### src/rtl/meter_controller.sv
// ---------------------------------------------------------------------------
// meter_controller
//   Parking-meter style countdown timer. Button pulses add time, switch rising
//   edges preset the time, and a prescaled 1 s tick counts the time down to
//   zero. The display blank output flashes at 1 Hz when the time is zero and
//   at 0.5 Hz when the time is low. It stays solid at 200 s and above.
//
//   Optional feature: define METER_BCD_EN to build a sequential binary-to-BCD
//   converter that drives bcd/bcd_valid. Without it, bcd and bcd_valid are
//   tied to zero.
//
// Parameters
//   TICK_DIV  clk cycles per second (even, >= 4)
//   MAX_TIME  saturation limit in seconds
//
// Ports
//   clk        in   system clock
//   rst_n      in   asynchronous active-low reset
//   add_u      in   single-cycle pulse, +50 s
//   add_l      in   single-cycle pulse, +150 s
//   add_r      in   single-cycle pulse, +200 s
//   add_d      in   single-cycle pulse, +500 s
//   sw0        in   level, rising edge presets 10 s
//   sw1        in   level, rising edge presets 205 s
//   time_out   out  remaining seconds, binary [13:0]
//   blank      out  1 = display dark (flash off phase)
//   bcd        out  four BCD digits of time_out, thousands in [15:12]
//   bcd_valid  out  bcd matches the current time_out
// ---------------------------------------------------------------------------
module meter_controller #(
  parameter int unsigned TICK_DIV = 100000000,
  parameter int unsigned MAX_TIME = 9999
) (
  input  logic        clk,
  input  logic        rst_n,
  input  logic        add_u,
  input  logic        add_l,
  input  logic        add_r,
  input  logic        add_d,
  input  logic        sw0,
  input  logic        sw1,
  output logic [13:0] time_out,
  output logic        blank,
  output logic [15:0] bcd,
  output logic        bcd_valid
);

  localparam int unsigned HALF_DIV = TICK_DIV / 2;
  localparam int unsigned CNT_W    = (HALF_DIV > 1) ? $clog2(HALF_DIV) : 1;
  localparam int unsigned TIME_W   = 14;
  localparam int unsigned SUM_W    = TIME_W + 1;

  localparam logic [CNT_W-1:0]  CNT_LAST  = CNT_W'(HALF_DIV - 1);
  localparam logic [TIME_W-1:0] ADD_U_SEC = TIME_W'(50);
  localparam logic [TIME_W-1:0] ADD_L_SEC = TIME_W'(150);
  localparam logic [TIME_W-1:0] ADD_R_SEC = TIME_W'(200);
  localparam logic [TIME_W-1:0] ADD_D_SEC = TIME_W'(500);
  localparam logic [TIME_W-1:0] SW0_SEC   = TIME_W'(10);
  localparam logic [TIME_W-1:0] SW1_SEC   = TIME_W'(205);
  localparam logic [TIME_W-1:0] SOLID_MIN = TIME_W'(200);
  localparam logic [TIME_W-1:0] MAX_T     = TIME_W'(MAX_TIME);
  localparam logic [SUM_W-1:0]  MAX_SUM   = SUM_W'(MAX_TIME);

  typedef enum logic [1:0] {
    ST_ZERO  = 2'd0,
    ST_LOW   = 2'd1,
    ST_SOLID = 2'd2
  } state_t;

  logic              run;
  logic [CNT_W-1:0]  cnt;
  logic              phase;
  logic              half_tick;
  logic              sec_tick;
  logic              sw0_q;
  logic              sw1_q;
  logic              sw0_rise;
  logic              sw1_rise;
  logic              add_hit;
  logic              preset_hit;
  logic [TIME_W-1:0] add_amt;
  logic [TIME_W-1:0] preset_val;
  logic [SUM_W-1:0]  sum;
  logic [TIME_W-1:0] time_next;
  state_t            state_q;
  state_t            state_next;
  logic              blank_next;

  // Reset-release flag. It rises on the 1st edge after rst_n deasserts, so the
  // logic starts on the 2nd edge. Events are ignored until then, and the switch
  // edge detectors sample their current level first.
  always_ff @(posedge clk or negedge rst_n) begin
    if (!rst_n) begin
      run <= 1'b0;
    end else begin
      run <= 1'b1;
    end
  end

  // Free-running half-second prescaler. phase selects every second half tick.
  always_ff @(posedge clk or negedge rst_n) begin
    if (!rst_n) begin
      cnt   <= '0;
      phase <= 1'b0;
    end else if (run) begin
      if (cnt == CNT_LAST) begin
        cnt <= '0;
      end else begin
        cnt <= cnt + CNT_W'(1);
      end
      if (half_tick) begin
        phase <= ~phase;
      end
    end
  end

  assign half_tick = run && (cnt == CNT_LAST);
  assign sec_tick  = half_tick && phase;

  // Switch edge detectors.
  always_ff @(posedge clk or negedge rst_n) begin
    if (!rst_n) begin
      sw0_q <= 1'b0;
      sw1_q <= 1'b0;
    end else begin
      sw0_q <= sw0;
      sw1_q <= sw1;
    end
  end

  assign sw0_rise = sw0 && !sw0_q;
  assign sw1_rise = sw1 && !sw1_q;

  // Accept at most one event per cycle. The first match in priority order wins.
  always_comb begin
    add_hit    = 1'b0;
    preset_hit = 1'b0;
    add_amt    = '0;
    preset_val = '0;
    if (run) begin
      if (add_u) begin
        add_hit = 1'b1;
        add_amt = ADD_U_SEC;
      end else if (add_l) begin
        add_hit = 1'b1;
        add_amt = ADD_L_SEC;
      end else if (add_r) begin
        add_hit = 1'b1;
        add_amt = ADD_R_SEC;
      end else if (add_d) begin
        add_hit = 1'b1;
        add_amt = ADD_D_SEC;
      end else if (sw0_rise) begin
        preset_hit = 1'b1;
        preset_val = SW0_SEC;
      end else if (sw1_rise) begin
        preset_hit = 1'b1;
        preset_val = SW1_SEC;
      end
    end
  end

  // Next time value. An accepted event replaces that second's decrement.
  always_comb begin
    sum       = {1'b0, time_out} + {1'b0, add_amt};
    time_next = time_out;
    if (add_hit) begin
      time_next = (sum > MAX_SUM) ? MAX_T : sum[TIME_W-1:0];
    end else if (preset_hit) begin
      time_next = preset_val;
    end else if (sec_tick && (time_out != '0)) begin
      time_next = time_out - TIME_W'(1);
    end
  end

  // State, blank and time registers.
  always_ff @(posedge clk or negedge rst_n) begin
    if (!rst_n) begin
      state_q  <= ST_ZERO;
      blank    <= 1'b0;
      time_out <= '0;
    end else begin
      state_q  <= state_next;
      blank    <= blank_next;
      time_out <= time_next;
    end
  end

  // The state follows the next time value. blank restarts lit on every change.
  always_comb begin
    state_next = ST_SOLID;
    blank_next = 1'b0;
    if (time_next == '0) begin
      state_next = ST_ZERO;
    end else if (time_next < SOLID_MIN) begin
      state_next = ST_LOW;
    end
    if (state_next == state_q) begin
      case (state_q)
        ST_ZERO:  blank_next = half_tick ? ~blank : blank;
        ST_LOW:   blank_next = sec_tick ? ~blank : blank;
        default:  blank_next = 1'b0;
      endcase
    end
  end

`ifdef METER_BCD_EN
  localparam int unsigned DIGITS_W = 16;
  localparam int unsigned DD_W     = DIGITS_W + TIME_W;
  localparam logic [3:0]  DD_LAST  = 4'(TIME_W - 1);

  logic [DD_W-1:0]     dd_q;
  logic [DD_W-1:0]     dd_next;
  logic [DIGITS_W-1:0] dd_adj;
  logic [3:0]          dd_cnt;
  logic                dd_busy;

  // One double-dabble step: add 3 to each digit >= 5, then shift left.
  always_comb begin
    dd_adj = dd_q[DD_W-1:TIME_W];
    for (int i = 0; i < 4; i++) begin
      if (dd_adj[4*i +: 4] >= 4'd5) begin
        dd_adj[4*i +: 4] = dd_adj[4*i +: 4] + 4'd3;
      end
    end
    dd_next = {dd_adj, dd_q[TIME_W-1:0]} << 1;
  end

  // A time change (re)loads the converter. bcd holds until the last step lands.
  always_ff @(posedge clk or negedge rst_n) begin
    if (!rst_n) begin
      dd_q      <= '0;
      dd_cnt    <= '0;
      dd_busy   <= 1'b0;
      bcd       <= '0;
      bcd_valid <= 1'b1;
    end else if (time_next != time_out) begin
      dd_q      <= {DIGITS_W'(0), time_next};
      dd_cnt    <= '0;
      dd_busy   <= 1'b1;
      bcd_valid <= 1'b0;
    end else if (dd_busy) begin
      dd_q   <= dd_next;
      dd_cnt <= dd_cnt + 4'd1;
      if (dd_cnt == DD_LAST) begin
        dd_busy   <= 1'b0;
        bcd       <= dd_next[DD_W-1:TIME_W];
        bcd_valid <= 1'b1;
      end
    end
  end
`else
  assign bcd       = '0;
  assign bcd_valid = 1'b0;
`endif

endmodule

### config.mk
export PLATFORM = sky130hd
export DESIGN_NAME = meter_controller
export DESIGN_NICKNAME = d
export VERILOG_FILES = /design/src/rtl/meter_controller.sv
export SDC_FILE = /design/constraint.sdc
export NUM_CORES = 1
export LEC_CHECK = 0
export ABC_AREA = 1
export CAP_MARGIN = 20
export CORE_MARGIN = 2
export CORE_UTILIZATION = 29
export CTS_CLUSTER_SIZE = 8
export DETAILED_ROUTE_END_ITERATION = 10
export GPL_TIMING_DRIVEN = 0
export SYNTH_ARGS = -nofsm -noshare
export SYNTH_HDL_FRONTEND = slang
export SYNTH_SLANG_ARGS = --single-unit
### constraint.sdc
create_clock -name clk -period 3.8 [get_ports clk]
set_input_delay 0.76 -clock clk [delete_from_list [all_inputs] [get_ports clk]]
set_output_delay 0.76 -clock clk [all_outputs]
set_load 0.01 [all_outputs]
==> impl_metrics.json <==
{
  "cts-root-buf": "clkbuf_16",
  "worst_ep_arrival_time_ns": 3.72,
  "fin_area_um2": 4850,
  "coreArea_um2": 13100,
  "grtUsageTotal": 0.140,
  "netlist_instances": 593,
  "grt_remaining_overflow": 0,
  "cap_violations": 0,
  "path_max_fanout": 6,
  "grt_max_degree": 36,
  "netlist_top_cells_count": "nand2_1 (152), inv_1 (90), nor2_1 (74)",
  "syn_to_final_growth_pct": 24.8,
  "fp.dieH_um": 120,
  "max_freq_mhz": 282,
  "synth.largest_area_cell": "dfrtp_1",
  "fin_skew_ns": 0.00882,
  "hold_path_class": "in -> async",
  "synth_ff_type": "dfrtp_1",
  "synth.area.top_cells": "dfrtp_1 (30%), nand2_1 (15%), inv_1 (8.7%)",
  "cellPowerDensity_nw_per_um2": 554,
  "fin_setup_tns_ns": 0,
  "power_frac_seq": 0.295,
  "wl_per_cell_um": 12.1,
  "clock_latency_ns": 0.29,
  "synth-seq-area-share": 0.303,
  "die_area_um2": 14300,
  "antennaDiodeCount": 0,
  "maxSlewHeadroom": 0.619,
  "final_core_util": 0.369,
  "swShare": 0.452,
  "pwr-share-comb": 0.543,
  "hold_viol": 0,
  "min_period_ns": 3.54,
  "grt_pass1_vias": 3509,
  "critical_path.startpoint_type": "input port",
  "cts_buffers": 5,
  "place.gp.congestion": 0.871,
  "cts_tree": "yes",
  "outcome": "complete, no violations",
  "drive_gt1_frac": 0.185,
  "start_util": 0.296,
  "port_buffers": 22,
  "period_share": 0.932,
  "hpwl_um": 7530,
  "ios": 40,
  "tightest_slew_ns": 0.571,
  "synth_edf_count": 0,
  "p_int_uw": 1470,
  "syn_area_per_cell_um2": 6.55,
  "die-width_um": 120,
  "grt_pass1_wl_um": 16500,
  "ant_nets": 0,
  "rows": 42,
  "ys_ff_latch": 47,
  "synth_area_um2": 3880,
  "nets": 666,
  "place_area_um2": 4400,
  "finalSetupViolCount": 0,
  "antenna_found_initial": 0,
  "worstPathRequired_ns": 3.98,
  "worstSetupPathType": "in -> reg",
  "ys_types": 40,
  "cts_sinks": 47,
  "power.switching_uw": 1210,
  "async_flop_share": 1.00,
  "synth_top_area_share": 0.303,
  "yosys_warnings": 0,
  "drc_errors": 0,
  "cp-end-kind": "register",
  "vias": 3634,
  "routed_wl_um": 9930,
  "clk_pin_slew_worst_paths_ns": 0.06,
  "htree_levels": 2,
  "reg2reg_depth": 25,
  "viasPerCell": 4.42,
  "first_pass_iters": 4,
  "cts_max_path_buffers": 2,
  "fin_hold_ws_ns": 0.366,
  "peakVddDrop_mv": 0.216,
  "p_clk_frac": 0.162,
  "drt-initial-drc-count": 169,
  "synth.most_common_cell": "nand2_1",
  "drv_slew": 0,
  "leakagePower_uw": 0.00242
}
layer usage:
metal	part of all wire	up-vias	track usage
met4	0.0086	0	0.0360
met3	0.024	8	0.0190
met5	0	-	0
met2	0.48	58	0.244
li1	-	1939	-
met1	0.49	1629	0.182
stage by stage:
| stage | instances | setup slack, ns | total power (µW) |
|---|---|---|---|
| global placement | 807 | -0.326 | 2050 |
| CTS | 816 | 0.0382 | 2510 |
| global route | 823 | -0.0172 | 2910 |
| floorplan | 609 | 0.567 | 1670 |
| detailed placement | 808 | -0.326 | 2060 |
| finish | 823 | 0.259 | 2690 |
flip-flops by register name, indices dropped and copies added (netlist names):
signal,flops
cnt,26
state_q,2
blank,1
sw1_q,1
sw0_q,1
run,1
time_out,14
phase,1
area by class of cell:
cell class	instances	area [µm²]
Buffer	25	185
Clock buffer	6	129
Clock inverter	2	12.5
Fill cell	1422	8290
Inverter	96	360
Multi-Input combinational cell	441	2450
Sequential cell	47	1180
Tap cell	176	220
Timing Repair Buffer	30	313
cells in the final DEF (no fill, tap or decap), drive strengths merged:
master | Yosys | layout
a31oi | 2 | 2
nand3 | 60 | 60
nor4 | 1 | 1
clkbuf | 1 | 8
conb | 2 | 18
buf | 24 | 32
ha | 11 | 11
a221oi | 2 | 2
xnor2 | 5 | 5
and3 | 1 | 1
o221a | 1 | 1
nor2 | 83 | 83
nand2 | 164 | 164
a211oi | 1 | 1
xor2 | 17 | 17
fa | 1 | 1
inv | 94 | 94
o211ai | 1 | 1
nand3b | 1 | 1
dfrtp | 47 | 47
clkinvlp | 0 | 1
clkinv | 2 | 3
dlymetal6s2s | 0 | 3
nor3 | 20 | 20
nor4b | 1 | 1
clkdlybuf4s50 | 0 | 18
nand4 | 12 | 12
a21oi | 26 | 26
o21ai | 12 | 12
or2 | 1 | 1
power groups by stage:
| stage | combinational (µW) | clock (µW) | sequential (µW) |
|---|---|---|---|
| final | 1460 | 436 | 792 |
| after global routing | 1630 | 466 | 811 |
| after CTS | 1280 | 450 | 778 |
| after detailed placement | 1270 | 0 | 785 |
| after global placement | 1270 | 0 | 784 |
| after floorplan | 906 | 0 | 762 |
critical path, cell delays in order:
cell             delay [ns]
clkdlybuf4s50_1        0.47
nor2_2                 0.16
nand2_1                0.09
a21oi_2                0.22
ha_4                   0.25
nand2_2                0.09
inv_1                  0.05
nand2_2                0.07
nand2_1                0.05
nand2_1                0.08
nand3_2                0.08
nand2_2                0.09
nand3_2                0.07
nor2_2                 0.11
nand2_2                0.07
nand2_4                0.11
buf_8                  0.13
nand3_1                0.08
nand2_2                0.13
nand2_1                0.06
nor2_1                 0.12
nand3_2                0.11
nand2_1                0.10
nand2_1                0.05
nand2_1                0.05
nor2_1                 0.04
repair_timing:
| action | in CTS | in global routing |
|---|---|---|
| setup endpoints to repair | 1 | 3 |
| pin swaps | 0 | 21 |
| gates resized for setup | 2 | 57 |
| buffers inserted | 0 | 6 |
| cloned | 0 | 1 |
| hold buffers | 0 | 0 |
path summary, 6_finish.rpt:
path                                            from                   to  slack [ns]
worst max-delay path                           add_r    blank$_DFFE_PN0P_        0.26
max in group asynchronous                      rst_n   cnt[3]$_DFFE_PN0P_        2.94
min in group clk                state_q[0]$_DFF_PN0_    blank$_DFFE_PN0P_        0.52
worst min-delay path                           rst_n  cnt[18]$_DFFE_PN0P_        0.37
worst max register to register         run$_DFF_PN0_    blank$_DFFE_PN0P_        0.46
worst min register to register  state_q[0]$_DFF_PN0_    blank$_DFFE_PN0P_        0.52
cell families (layout without fill, tap and decap cells):
| family | Yosys count | after routing | share of synthesized area |
|---|---|---|---|
| AO/OA/AOI/OAI | 45 | 45 | 0.0686 |
| XOR/XNOR | 22 | 22 | 0.0496 |
| adder cells (fa/ha/maj) | 12 | 12 | 0.0406 |
| buffers and inverters | 121 | 159 | 0.140 |
| flip-flops | 47 | 47 | 0.303 |
| other | 2 | 18 | 0.00193 |
| AND/OR/NAND/NOR | 344 | 344 | 0.396 |
Note: power is estimated with default switching activity, not from simulation.
